**src/rtl/vga_sync_receiver_pkg.sv**
```systemverilog
// Shared VGA timing constants and receiver lock-state encoding.
package vga_sync_receiver_pkg;

   localparam int unsigned VgaTotalCols  = 800;
   localparam int unsigned VgaTotalRows  = 525;
   localparam int unsigned VgaActiveCols = 640;
   localparam int unsigned VgaActiveRows = 480;

   localparam int unsigned CountWidth = 10;
   localparam int unsigned ErrWidth   = 8;

   typedef enum logic [1:0] {
      StUnlocked = 2'd0,
      StAligning = 2'd1,
      StLocked   = 2'd2
   } sync_state_e;

endpackage

```
**src/rtl/vga_sync_receiver_sync_edge_detect.sv**
```systemverilog
// One-flop capture of a sync input with rising-edge detect against the captured value.
module vga_sync_receiver_sync_edge_detect (
   input  logic clk,
   input  logic rst,
   input  logic sync,
   output logic delayed,
   output logic rise
);

   always_ff @(posedge clk or posedge rst) begin
      if (rst) begin
         delayed <= 1'b0;
      end else begin
         delayed <= sync;
      end
   end

   assign rise = sync & ~delayed;

endmodule

```
**src/rtl/vga_sync_receiver.sv**
```systemverilog
// Sync receiver: regenerates column/row counts from generator-style HSync/VSync
// and tracks lock against the configured frame geometry.
module vga_sync_receiver
   import vga_sync_receiver_pkg::*;
#(
   parameter int unsigned TOTAL_COLS  = VgaTotalCols,
   parameter int unsigned TOTAL_ROWS  = VgaTotalRows,
   parameter int unsigned ACTIVE_COLS = VgaActiveCols,
   parameter int unsigned ACTIVE_ROWS = VgaActiveRows,
   parameter int unsigned LOCK_FRAMES = 2
) (
   input  logic                  i_Clk,
   input  logic                  i_Reset,
   input  logic                  i_HSync,
   input  logic                  i_VSync,
   output logic                  o_HSync,
   output logic                  o_VSync,
   output logic [CountWidth-1:0] o_Col_Count,
   output logic [CountWidth-1:0] o_Row_Count,
   output logic                  o_Active,
   output logic                  o_Frame_Start,
   output logic                  o_Locked,
   output logic                  o_Sync_Error,
   output logic [ErrWidth-1:0]   o_Err_Count
);

   localparam int unsigned GoodWidth = $clog2(LOCK_FRAMES + 1);

   localparam logic [CountWidth-1:0] LastCol    = CountWidth'(TOTAL_COLS - 1);
   localparam logic [CountWidth-1:0] LastRow    = CountWidth'(TOTAL_ROWS - 1);
   localparam logic [CountWidth-1:0] ActiveCols = CountWidth'(ACTIVE_COLS);
   localparam logic [CountWidth-1:0] ActiveRows = CountWidth'(ACTIVE_ROWS);
   localparam logic [GoodWidth-1:0]  LockTarget = GoodWidth'(LOCK_FRAMES);
   localparam logic [ErrWidth-1:0]   ErrMax     = '1;

   logic                  hsync_q;
   logic                  vsync_q;
   logic                  hs_rise;
   logic                  vs_rise;
   logic [CountWidth-1:0] col_q;
   logic [CountWidth-1:0] row_q;
   logic                  at_col_end;
   logic                  at_row_end;
   logic                  line_err;
   logic                  frame_err;
   logic [GoodWidth-1:0]  good_cnt_q;
   logic [GoodWidth-1:0]  good_inc;
   sync_state_e           state_q;
   logic                  locked_q;
   logic                  frame_start_q;
   logic                  sync_err_q;
   logic [ErrWidth-1:0]   err_cnt_q;

   vga_sync_receiver_sync_edge_detect u_hs_edge (
      .clk     (i_Clk),
      .rst     (i_Reset),
      .sync    (i_HSync),
      .delayed (hsync_q),
      .rise    (hs_rise)
   );

   vga_sync_receiver_sync_edge_detect u_vs_edge (
      .clk     (i_Clk),
      .rst     (i_Reset),
      .sync    (i_VSync),
      .delayed (vsync_q),
      .rise    (vs_rise)
   );

   assign at_col_end = (col_q == LastCol);
   assign at_row_end = (row_q == LastRow);

   // Counts free-run in every state; a VSync rise always re-anchors them.
   always_ff @(posedge i_Clk or posedge i_Reset) begin
      if (i_Reset) begin
         col_q <= '0;
         row_q <= '0;
      end else if (vs_rise) begin
         col_q <= '0;
         row_q <= '0;
      end else if (at_col_end) begin
         col_q <= '0;
         row_q <= at_row_end ? '0 : row_q + CountWidth'(1);
      end else begin
         col_q <= col_q + CountWidth'(1);
      end
   end

   // Checks use the pre-update counts: edges must land exactly on the wrap points.
   assign line_err  = hs_rise ^ at_col_end;
   assign frame_err = vs_rise ^ (at_col_end & at_row_end);
   assign good_inc  = good_cnt_q + GoodWidth'(1);

   always_ff @(posedge i_Clk or posedge i_Reset) begin
      if (i_Reset) begin
         state_q       <= StUnlocked;
         good_cnt_q    <= '0;
         locked_q      <= 1'b0;
         frame_start_q <= 1'b0;
         sync_err_q    <= 1'b0;
         err_cnt_q     <= '0;
      end else begin
         frame_start_q <= vs_rise;
         sync_err_q    <= 1'b0;
         unique case (state_q)
            StUnlocked: begin
               if (vs_rise) begin
                  state_q    <= StAligning;
                  good_cnt_q <= '0;
               end
            end
            StAligning: begin
               if (line_err) begin
                  state_q <= StUnlocked;
               end else if (vs_rise) begin
                  if (frame_err) begin
                     good_cnt_q <= '0;
                  end else if (good_inc == LockTarget) begin
                     state_q    <= StLocked;
                     locked_q   <= 1'b1;
                     good_cnt_q <= '0;
                  end else begin
                     good_cnt_q <= good_inc;
                  end
               end else if (frame_err) begin
                  state_q <= StUnlocked;
               end
            end
            StLocked: begin
               if (line_err || frame_err) begin
                  sync_err_q <= 1'b1;
                  locked_q   <= 1'b0;
                  if (err_cnt_q != ErrMax) begin
                     err_cnt_q <= err_cnt_q + ErrWidth'(1);
                  end
                  // A misplaced VSync edge is still a usable reference: start aligning on it.
                  if (vs_rise) begin
                     state_q    <= StAligning;
                     good_cnt_q <= '0;
                  end else begin
                     state_q <= StUnlocked;
                  end
               end
            end
            default: begin
               state_q  <= StUnlocked;
               locked_q <= 1'b0;
            end
         endcase
      end
   end

   assign o_HSync       = hsync_q;
   assign o_VSync       = vsync_q;
   assign o_Col_Count   = col_q;
   assign o_Row_Count   = row_q;
   assign o_Active      = locked_q && (col_q < ActiveCols) && (row_q < ActiveRows);
   assign o_Frame_Start = frame_start_q;
   assign o_Locked      = locked_q;
   assign o_Sync_Error  = sync_err_q;
   assign o_Err_Count   = err_cnt_q;

endmodule

```
**config.mk**
```make
export PLATFORM = sky130hd
export DESIGN_NAME = vga_sync_receiver
export DESIGN_NICKNAME = d
export VERILOG_FILES = /design/src/rtl/vga_sync_receiver_pkg.sv /design/src/rtl/vga_sync_receiver_sync_edge_detect.sv /design/src/rtl/vga_sync_receiver.sv
export SDC_FILE = /design/constraint.sdc
export NUM_CORES = 1
export LEC_CHECK = 0
export ABC_AREA = 1
export CAP_MARGIN = 20
export CORE_ASPECT_RATIO = 0.75
export CORE_MARGIN = 2
export CORE_UTILIZATION = 46
export DETAILED_ROUTE_END_ITERATION = 8
export GPL_TIMING_DRIVEN = 1
export PLACE_DENSITY_LB_ADDON = 0.08
export REMOVE_ABC_BUFFERS = 1
export SYNTH_ARGS = -nofsm -noshare
export SYNTH_HDL_FRONTEND = slang
export SYNTH_HIERARCHICAL = 1
export SYNTH_SLANG_ARGS = --single-unit
```
**constraint.sdc**
```tcl
create_clock -name i_Clk -period 3.1 [get_ports i_Clk]
set_input_delay 0.31 -clock i_Clk [delete_from_list [all_inputs] [get_ports i_Clk]]
set_output_delay 0.31 -clock i_Clk [all_outputs]
set_load 0.05 [all_outputs]
```
==> out/metrics.csv, run 1 <==
metric;value;unit
end_kind;output pin;
ys.flop_type;dfrtp_1;
worstMarginPinSlew;500;ps
cts_buffers;5;
drv_slew;0;
setup_viol;0;
path_clk_slew;80;ps
drv_cap;0;
yosys.area_share.simple;30.1;%
stdcell_area;0.00261;mm2
grt_overflow;0;
power_per_cell_area;544;mW/mm2
gp_congestion;0.848;
areaGrowthSynthToFinish;24.3;%
via_per_inst;5.08;
drcViolationCount;0;
drive_gt1_share;13.4;%
grt_max_degree;36;
core-area;0.00441;mm2
synth_cell_types;36;
track_usage;20.1;%
num_vias;1808;
fillers;426;
synth.area.top_cells;dfrtp_1 44%, nand2_1 8.2%, inv_1 5.9%, nor2_1 5.2%, nand3_1 4.1%;
ant_nets;0;
fin_hold_ws;212;ps
rows;21;
cp_data_required_time;2790;ps
die_area;0.00512;mm2
ir_worst_vdd;0.329;mV
clockBufferDepth;2;
seq_area;926;um2
layout_worst_path_cycle_share;77.5;%
max_stage_delay;860;ps
status;complete, no violations;
post_cts_buffers;0;
synth_top_family_by_area;simple AND/OR/NAND/NOR gates;
die_h;62.5;um
post-route-min-period;2400;ps
grt_pass1_wl;8.08;mm
critPathSlowestCell;clkdlybuf4s50_1;
finalHoldViolations;0;
synth_enable_flop_cells;0;
first_iter_violations;81;
synth_area;0.00210;mm2
crit_path_cell_trace;inv_1 -> nand2_1 -> a221oi_1 -> clkdlybuf4s50_1;
postLayoutCoreUtil;59.1;%
rsz0062_at_grt;no;
async_reset_ff_share;100;%
yosysMostFrequentCell;nand2_1;
start_util;47.5;%
cts_root_buf;clkbuf_8;
postPlaceCellArea;0.00252;mm2
slew_headroom;66.5;%
arrival;2090;ps
cp_max_fo;4;
synth-xor-area-share;3.34;%
synth_top_area_share;44.2;%
yosys_register_bits;37;
static-leakage-power;1.15;nW
dp_cells;348;
fmax;0.416;GHz
crit_family;buffers and inverters;
clk_latency;290;ps
synth_fa_ha_area_share;2.39;%
tritoncts;built;
synthCells;256;
hold_path.class;in -> async;
grt_pass1_vias;1809;
ys.warnings.count;6;
io_buffers;37;
post_cts_resized;0;
yosysTopAreaCell;dfrtp_1;
synth.top_cells.by_count;46 x nand2_1, 37 x dfrtp_1, 33 x inv_1;
firstDrtPassIters;4;
n_antenna_cell;0;
cts.htree.levels;2;
nets;306;
critPathLaunch;o_Col_Count[8]$_DFF_PP0_;
io_pins;38;
syn_avg_cell_area;8.19;um2
multi_input_area;0.00101;mm2
cts_sinks;37;
place.detailed.hpwl;3.36;mm
worstSetupPathType;reg -> out;
yosysSeqAreaShare;44.2;%
synthMuxAreaShare;0;%
startpoint_type;flop;
r2r-start;o_Col_Count[0]$_DFF_PP0_;
routed_wl;4.46;mm
antenna_found_initial;0;
cp_num_buf_inv;2;
skew;7.57;ps
tns;0;ps
cts.hold.buffers_added;0;
synth-compound-area-share;12.2;%
die_w;82.0;um
final_cells;356;
wire_per_inst;12.5;um
-- sequential cells by signal, indices dropped and copies added (netlist names) --
name,flops
o_Row_Count,10
o_Locked,1
good_cnt_q,2
state_q,2
o_Col_Count,10
o_Sync_Error,1
u_vs_edge/delayed,1
o_Frame_Start,1
o_Err_Count,8
u_hs_edge/delayed,1
-- worst register-to-register path: stages, from the launching register on --
cell and delay (ps):
dfrtp_1 410, ha_1 230, nand2_2 100, nor2_4 190, inv_1 100, nor2_1 280, nand2_1 90, nand2_1 80
nand2_1 50, nor2_1 150, o21ai_1 110, nand3_1 90, nand2_1 60
-- final cells by class --
| cell class | instances | share of cell area [%] |
|---|---|---|
| Clock inverter | 2 | 0.384 |
| Multi-Input combinational cell | 178 | 38.6 |
| Timing Repair Buffer | 38 | 14.5 |
| Inverter | 38 | 5.47 |
| Tap cell | 57 | 2.74 |
| Clock buffer | 6 | 2.78 |
| Sequential cell | 37 | 35.5 |
-- placed cells by master (no fill, tap or decap), drive strengths merged, types with 6 or more instances in the layout --
cell type / instances
o21ai: 19
nand2: 54
clkdlybuf4s50: 37
nor2: 36
clkbuf: 6
a21oi: 14
inv: 38
dfrtp: 37
nand3: 20
-- power by group --
group | switching, W | internal, W | total [W]
clock network | 0.000170 | 0.000156 | 0.000326
registers | 0.0000575 | 0.000538 | 0.000595
logic | 0.000334 | 0.000163 | 0.000497
total | 0.000562 | 0.000856 | 0.00142
-- logic make-up after synthesis --
| family | after synthesis |
|---|---|
| compound gates | 40 |
| xor+xnor | 8 |
| fa+ha+maj | 4 |
| buf+inv | 41 |
| flops | 37 |
| simple gates | 126 |
-- metrics by stage --
stage	worst slack, ps	power (W)
6_report	699	0.00142
5_1_grt	634	0.00152
4_1_cts	690	0.00143
3_5_place_dp	744	0.00110
3_3_place_gp	856	0.00110
2_1_floorplan	710	0.000951
-- metal layers --
| layer | GRT usage, % | share of wire, % | vias up |
|---|---|---|---|
| met2 | 29.9 | 43 | 44 |
| met5 | 0 | 0 | - |
| met4 | 5.83 | 1.2 | 0 |
| met1 | 29.1 | 52 | 848 |
| met3 | 4.62 | 3.9 | 7 |
| li1 | - | - | 909 |
-- final timing paths --
path | cells past startpoint | slack, ps | end
setup / recovery | 4 | 700 | o_Active
hold / removal | 2 | 210 | u_vs_edge/delayed$_DFF_PP0_
setup reg to reg | 12 | 1050 | state_q[0]$_DFFE_PP0P_
hold reg to reg | 2 | 490 | good_cnt_q[0]$_DFFE_PP0P_
max in group asynchronous | 3 | 2300 | o_Err_Count[2]$_DFFE_PP0P_
min in group i_Clk | 1 | 490 | u_vs_edge/delayed$_DFF_PP0_
Note: power is estimated with default switching activity, not from simulation.
==> run 2, diff against run 1 <==
clock period = 2.2 ns   (was 3.1 ns; I/O delays follow)
==> run 2 against run 1 <==
Net effect:
- flip-flop and latch count unchanged
- die area unchanged
- worst hold slack worse by 88 ps
- cell count unchanged
- critical path type is now reg -> reg
- sequential share of layout area down 0.12 points
- count of clock-buffer cells in the layout up 1
- clock power up 46%
- routed wire length down 2.9%
==> out/metrics.csv, run 2 (synthesis gave the netlist of run 1 again) <==
metric;value;unit
status;complete, no violations;
cts.htree.levels;2;
r2r_cells;11;
postPlaceCellArea;0.00253;mm2
antenna_found_initial;0;
r2r_end;o_Err_Count[4]$_DFFE_PP0P_;
die_w;82.0;um
post-route-min-period;1900;ps
worstSetupPathType;reg -> reg;
num_vias;1769;
slew_headroom;66.1;%
post_cts_buffers;0;
fillers;438;
skew;5.22;ps
arrival;2070;ps
stdcell_area;0.00262;mm2
power_per_cell_area;766;mW/mm2
core-area;0.00441;mm2
firstDrtPassIters;4;
cts_root_buf;clkbuf_8;
cts.hold.buffers_added;0;
hold_path.class;in -> async;
clk_latency;280;ps
final_cell_mix;46 x nand2_1, 37 x dfrtp_1, 36 x clkdlybuf4s50_1, 33 x inv_1, 29 x nor2_1;
cts_sinks;37;
gp_congestion;0.818;
end_kind;flop;
areaGrowthSynthToFinish;24.8;%
path_clk_slew;70;ps
drive_gt1_share;13.7;%
postLayoutCoreUtil;59.3;%
first_iter_violations;48;
wire_per_inst;12.2;um
ir_worst_vdd;0.501;mV
layout_worst_path_cycle_share;86.2;%
die_area;0.00512;mm2
static-leakage-power;1.15;nW
track_usage;19.4;%
grt_pass1_vias;1740;
grt_overflow;0;
grt_max_degree;36;
drv_cap;0;
nets;307;
place.detailed.hpwl;3.34;mm
r2r_setup_slack;300;ps
fmax;0.527;GHz
rsz0062_at_grt;no;
r2r-start;o_Row_Count[0]$_DFFE_PP0P_;
finalHoldViolations;0;
worstMarginPinSlew;506;ps
die_h;62.5;um
clockBufferDepth;2;
startpoint_type;flop;
cp_max_fo;15;
mostFrequentLayoutCell;nand2_1;
grt_pass1_wl;7.71;mm
cts_buffers;5;
via_per_inst;4.97;
io_buffers;37;
ant_nets;0;
drcViolationCount;0;
post_cts_resized;0;
cp_data_required_time;2370;ps
drv_slew;0;
multi_input_area;0.00101;mm2
fin_hold_ws;124;ps
seq_area;926;um2
tritoncts;built;
n_antenna_cell;0;
rows;21;
setup_viol;0;
start_util;47.5;%
routed_wl;4.33;mm
io_pins;38;
p_total;0.00201;W
run 2: cell types whose count changed in the layout (fill, tap and decap cells not counted):
cell	before	now
buf_4	1	3
clkinv_2	2	0
clkbuf_8	5	6
clkdlybuf4s50_1	37	36
run 2: layer usage:
layer	wire [um]	up-vias	track usage, %
met5	0	-	0
met4	23	0	4.38
met3	207	2	5.64
met2	1930	34	28.9
met1	2170	824	27.8
li1	-	909	-
run 2: worst max-delay path by stage:
stage,start,cells after the start,to,slack [ps]
floorplan,o_Col_Count[8]$_DFF_PP0_,3,o_Active,-100
global placement,o_Row_Count[0]$_DFFE_PP0P_,11,o_Err_Count[5]$_DFFE_PP0P_,310
detailed placement,i_VSync,8,o_Row_Count[3]$_DFFE_PP0P_,260
CTS,o_Row_Count[0]$_DFFE_PP0P_,11,o_Err_Count[4]$_DFFE_PP0P_,280
global route,o_Col_Count[0]$_DFF_PP0_,11,o_Locked$_DFFE_PP0P_,60
finish,o_Row_Count[0]$_DFFE_PP0P_,11,o_Err_Count[4]$_DFFE_PP0P_,300
run 2: final cells by class:
class                           instances  share of cell area [%]
Sequential cell                        37                    35.4
Tap cell                               57                    2.73
Clock buffer                            7                    3.30
Timing Repair Buffer                   39                    14.6
Inverter                               38                    5.45
Multi-Input combinational cell        178                    38.5
run 2: per-stage QoR:
stage                     TNS (ps)  setup slack [ps]  std cells
after floorplan               -100              -100        253
after global placement           0               306        349
after detailed placement         0               257        349
after CTS                        0               282        356
after global routing             0              55.2        356
final                            0               303        356
run 2: critical path: stages, from the launching register on:
cell     delay (ps)
dfrtp_1         430
inv_1           120
ha_1            150
nand2_1          60
nor2_2          140
nand3_4         120
o21ai_4         190
nand2_2         100
nand2_4          90
nand3_4         190
nand2_1         140
o21ai_2          60
run 2: report_power, final:
| part | internal (W) | total, W | leakage, nW | switching [W] |
|---|---|---|---|---|
| clock network | 0.000249 | 0.000475 | 0.0443 | 0.000226 |
| registers | 0.000758 | 0.000835 | 0.497 | 0.0000766 |
| logic | 0.000227 | 0.000696 | 0.612 | 0.000469 |
